### src/rtl/window_extrema_seq.sv
// Windowed max/min finder: an FSM accepts WIN_LEN samples over valid/ready and
// feeds two extrema lanes, each built around a 16-bit magnitude comparator.

module mag_cmp16 (
  input  logic [15:0] a,
  input  logic [15:0] b,
  output logic        gt,
  output logic        lt,
  output logic        eq
);
  assign gt = (a > b);
  assign lt = (a < b);
  assign eq = (a == b);
endmodule

// One extremum tracker; IS_MAX selects a running max (update on gt) or min (on lt).
module extrema_lane #(
  parameter bit IS_MAX = 1'b1,
  parameter int IDX_W  = 16
) (
  input  logic             clk,
  input  logic             rst,
  input  logic             load_first,
  input  logic             acc_en,
  input  logic [15:0]      sample,
  input  logic [IDX_W-1:0] cur_idx,
  output logic [15:0]      val,
  output logic [IDX_W-1:0] idx
);
  localparam logic [15:0] RST_VAL = IS_MAX ? 16'h0000 : 16'hFFFF;

  logic [15:0]      val_q, val_d;
  logic [IDX_W-1:0] idx_q, idx_d;
  logic             gt, lt, eq, upd;

  mag_cmp16 u_cmp (.a(sample), .b(val_q), .gt(gt), .lt(lt), .eq(eq));

  // Ties never win, so the first occurrence's index is retained.
  assign upd = (IS_MAX ? gt : lt) & ~eq;

  always_comb begin
    val_d = val_q;
    idx_d = idx_q;
    if (load_first) begin
      val_d = sample;
      idx_d = '0;
    end else if (acc_en && upd) begin
      val_d = sample;
      idx_d = cur_idx;
    end
  end

  always_ff @(posedge clk) begin
    if (rst) begin
      val_q <= RST_VAL;
      idx_q <= '0;
    end else begin
      val_q <= val_d;
      idx_q <= idx_d;
    end
  end

  assign val = val_q;
  assign idx = idx_q;
endmodule

module window_extrema_seq #(
  parameter int WIN_LEN = 8,
  parameter int IDX_W   = 16
) (
  input  logic             clk,
  input  logic             rst,
  input  logic             start,
  input  logic             sample_valid,
  input  logic [15:0]      sample,
  output logic             sample_ready,
  output logic             busy,
  output logic             done,
  output logic [15:0]      max_out,
  output logic [15:0]      min_out,
  output logic [IDX_W-1:0] max_idx,
  output logic [IDX_W-1:0] min_idx
);
  localparam int NUM_LANES = 2;  // lane 0 = max, lane 1 = min
  localparam logic [IDX_W-1:0] LAST_IDX = IDX_W'(WIN_LEN - 1);

  typedef enum logic [1:0] {IDLE, FIRST, ACCUM, DONE} state_t;

  state_t           state_q, state_d;
  logic [IDX_W-1:0] count_q, count_d;
  logic             accept, load_first, acc_en;

  logic [NUM_LANES-1:0][15:0]      lane_val;
  logic [NUM_LANES-1:0][IDX_W-1:0] lane_idx;

  // State register
  always_ff @(posedge clk) begin
    if (rst) begin
      state_q <= IDLE;
      count_q <= '0;
    end else begin
      state_q <= state_d;
      count_q <= count_d;
    end
  end

  assign accept     = sample_valid & sample_ready;
  assign load_first = accept & (state_q == FIRST);
  assign acc_en     = accept & (state_q == ACCUM);

  // Next-state
  always_comb begin
    state_d = state_q;
    count_d = count_q;
    case (state_q)
      IDLE:  if (start) state_d = FIRST;
      FIRST: if (accept) begin
        count_d = IDX_W'(1);
        state_d = (WIN_LEN == 1) ? DONE : ACCUM;
      end
      ACCUM: if (accept) begin
        count_d = count_q + IDX_W'(1);
        if (count_q == LAST_IDX) state_d = DONE;
      end
      DONE:  state_d = IDLE;
      default: state_d = IDLE;
    endcase
  end

  // Outputs: pure decodes of the registered state
  always_comb begin
    sample_ready = 1'b0;
    busy         = 1'b1;
    done         = 1'b0;
    case (state_q)
      IDLE:    busy = 1'b0;
      FIRST,
      ACCUM:   sample_ready = 1'b1;
      DONE:    done = 1'b1;
      default: busy = 1'b0;
    endcase
  end

  for (genvar g = 0; g < NUM_LANES; g++) begin : g_lane
    extrema_lane #(.IS_MAX(g == 0), .IDX_W(IDX_W)) u_lane (
      .clk       (clk),
      .rst       (rst),
      .load_first(load_first),
      .acc_en    (acc_en),
      .sample    (sample),
      .cur_idx   (count_q),
      .val       (lane_val[g]),
      .idx       (lane_idx[g])
    );
  end

  assign max_out = lane_val[0];
  assign max_idx = lane_idx[0];
  assign min_out = lane_val[1];
  assign min_idx = lane_idx[1];
endmodule

### config.mk
export PLATFORM = sky130hd
export DESIGN_NAME = window_extrema_seq
export DESIGN_NICKNAME = d
export VERILOG_FILES = /design/src/rtl/window_extrema_seq.sv
export SDC_FILE = /design/constraint.sdc
export NUM_CORES = 1
export LEC_CHECK = 0
export ABC_AREA = 1
export CORE_ASPECT_RATIO = 2
export CORE_MARGIN = 5
export CORE_UTILIZATION = 47
export DETAILED_ROUTE_END_ITERATION = 12
export GPL_TIMING_DRIVEN = 1
export HOLD_SLACK_MARGIN = 0.1
export PLACE_DENSITY = 0.76
export SYNTH_ARGS = -nofsm -noshare
export SYNTH_HDL_FRONTEND = slang
export SYNTH_HIERARCHICAL = 1
export SYNTH_SLANG_ARGS = --single-unit
### constraint.sdc
create_clock -name clk -period 2 [get_ports clk]
set_input_delay 0.6 -clock clk [delete_from_list [all_inputs] [get_ports clk]]
set_output_delay 0.6 -clock clk [all_outputs]
set_load 0.005 [all_outputs]
==> flow_metrics.py <==
metrics = {
    "run_status": {
        "violations": "setup timing",
        "status": "complete, but fails checks",
    },
    "synth": {
        "syn_nets": 732,
        "synth_area_um2": 4570,
        "avgSynthCellArea_um2": 6.77,
        "syn-instance-count": 675,
        "yosys_warnings": 6,
    },
    "layout": {
        "drive_gt1_frac": 0.378,
        "final_area_um2": 7510,
        "post-route-util": 0.780,
        "area_growth_pct": 64.5,
        "nets": 897,
        "fin_cells": 977,
        "antenna_cells": 0,
    },
    "routing": {
        "ant_nets": 0,
        "drc_errors": 0,
        "vias": 5417,
        "routed_wl_um": 20300,
        "drtPass1Iterations": 7,
        "drt_iter0_drc": 415,
        "wire_per_inst_um": 20.8,
        "via_per_inst": 5.54,
    },
    "timing": {
        "slew_headroom": 0.597,
        "setup_viol": 47,
        "setup_ws_ns": -0.293,
        "fmax_ghz": 0.436,
        "final_max_slew_viol_count": 0,
        "worst_clock_skew_ns": 0.00889,
        "holdWs_ns": 0.494,
        "grt_setup_unrepaired": "yes",
        "worst_pin_slew_ns": 0.604,
        "finalHoldViolations": 0,
        "period_share": 1.15,
        "fin_crit_ns": 2.29,
    },
    "placement": {
        "place.gp.congestion": 0.970,
        "hpwlAfterDp_um": 11200,
        "dpl_cell_area_um2": 5960,
        "port_buffers": 86,
        "placed_cells": 926,
    },
    "critical_path": {
        "critPathMaxFanout": 8,
        "max_stage_delay_ns": 0.37,
        "cp_common_cell": "a21oi_2",
        "slowest_stage": "dfxtp_1",
        "worstPathCellList": "inv_2, ha_4, a21oi_1, o21ai_1, a21oi_2, a21oi_2, nand3_4, buf_12, buf_16, a21oi_2, nor2_1",
        "arrival_ns": 2.52,
        "cp.required_ns": 2.23,
        "cp-start-kind": "flop",
        "end_kind": "flop",
        "crit_type": "flop to flop",
    },
    "clock_tree": {
        "h-tree-depth": 3,
        "clock_latency_ns": 0.34,
        "clk_pin_slew_ns": 0.06,
        "cts_sinks": 82,
        "cts-hold-fix-buffers": 0,
        "cts_made_buffers": 9,
        "cts_tree": "done",
        "root_buffer": "clkbuf_16",
        "clk_path_buf_depth": 2,
    },
    "power_and_ir_drop": {
        "switchingPower_mw": 3.38,
        "ir_drop_mv": 0.644,
        "swShare": 0.393,
        "p_int_mw": 5.23,
        "p_clk_frac": 0.184,
        "combPwrFrac": 0.541,
        "pwr-share-seq": 0.274,
        "leakagePower_nw": 3.47,
        "power.total_mw": 8.62,
        "power_density_nw_per_um2": 1150,
    },
    "job": {
        "cap_violations": 0,
    },
    "global_routing": {
        "grt_pass1_vias": 5240,
        "grt_pass1_wl_um": 26400,
        "antenna_found_initial": 0,
        "overflow": 0,
        "grt_util_all_layers": 0.294,
        "grt_max_degree": 33,
    },
    "die": {
        "die_y_um": 149,
        "die_w_um": 79.7,
        "coreArea_um2": 9640,
        "start_util": 0.474,
        "dieArea_um2": 11900,
        "rows": 51,
        "pin_count": 87,
    },
    "min_path": {
        "min_path_type": "flop to flop",
    },
}
## state kept, by name, indices dropped and copies added (netlist names)
signal             cells
g_lane.u_lane/idx     32
g_lane.u_lane/val     32
count_q               16
state_q                2
## metrics by stage
step	setup TNS, ns	worst slack, ns
2_1_floorplan	0	0.0162
3_3_place_gp	-45.65	-0.748
3_5_place_dp	-47.76	-0.797
4_1_cts	-0.449	-0.0344
5_1_grt	-10.94	-0.380
6_report	-6.55	-0.293
## power by group through the flow
stage	Sequential [mW]	Clock, mW	Combinational (mW)
after floorplan	2.28	0	1.61
after global placement	2.30	0	3.05
after detailed placement	2.32	0	3.13
after CTS	2.31	1.60	3.75
after global routing	2.39	1.69	4.98
final	2.36	1.59	4.66
## final cells by class
type	instances	area, µm²
Clock inverter	5	38.8
Multi-Input combinational cell	464	3190
Sequential cell	82	1690
Fill cell	594	2120
Timing Repair Buffer	174	1770
Clock buffer	11	243
Tap cell	132	165
Inverter	109	427
## path summary, 6_finish.rpt
check             cells after the start                                   from  slack [ns]                                    end
hold reg to reg                       2  g_lane[0].u_lane/idx[12]$_SDFFE_PP0P_        0.49  g_lane[0].u_lane/idx[12]$_SDFFE_PP0P_
setup reg to reg                     11  g_lane[0].u_lane/val[13]$_SDFFE_PP0P_       -0.29   g_lane[0].u_lane/val[9]$_SDFFE_PP0P_
hold / removal                        2  g_lane[0].u_lane/idx[12]$_SDFFE_PP0P_        0.49  g_lane[0].u_lane/idx[12]$_SDFFE_PP0P_
setup / recovery                     11  g_lane[0].u_lane/val[13]$_SDFFE_PP0P_       -0.29   g_lane[0].u_lane/val[9]$_SDFFE_PP0P_
## layer usage
layer,vias up,part of all wire,GRT usage
met4,0,0.10,0.242
met2,301,0.51,0.537
met5,-,0,0
li1,2442,-,-
met1,2549,0.30,0.260
met3,125,0.083,0.0719
## layout by cell type, fill, tap and decap left out, types with 2 or more instances in the layout
master and instances:
a21o_1 2, a21oi_1 17, a21oi_2 20, a21oi_4 4
buf_12 10, buf_16 4, buf_2 5, buf_4 66
buf_6 15, buf_8 3, clkbuf_16 10, clkdlybuf4s50_1 67
clkinv_4 2, dfxtp_1 53, dfxtp_2 26, dfxtp_4 3
dlygate4sd2_1 3, ha_1 8, ha_4 28, inv_1 85
inv_2 21, inv_4 2, nand2_1 110, nand2_2 27
nand2_4 8, nand2_8 2, nand3_1 50, nand3_2 14
nand3_4 4, nand3b_1 2, nand4_1 3, nor2_1 111
nor2_2 18, nor2_4 6, nor3_1 2, o21ai_0 7
o21ai_1 4, o21ai_2 11, o21ai_4 2
## critical path, delay by kind of cell (launching register included)
kind	cells	cell delay [ns]
DFF	1	0.37
buffers and inverters	3	0.47
and+or+nand+nor	2	0.29
AOI/OAI and AO/OA	5	0.77
adders and majority gates	1	0.28
## what timing repair did
item,CTS,global route
pin swaps,33,53
cloned,7,2
setup endpoints to repair,66,66
resized for setup,176,162
buffers inserted,16,17
(Power assumes the default switching activity.)
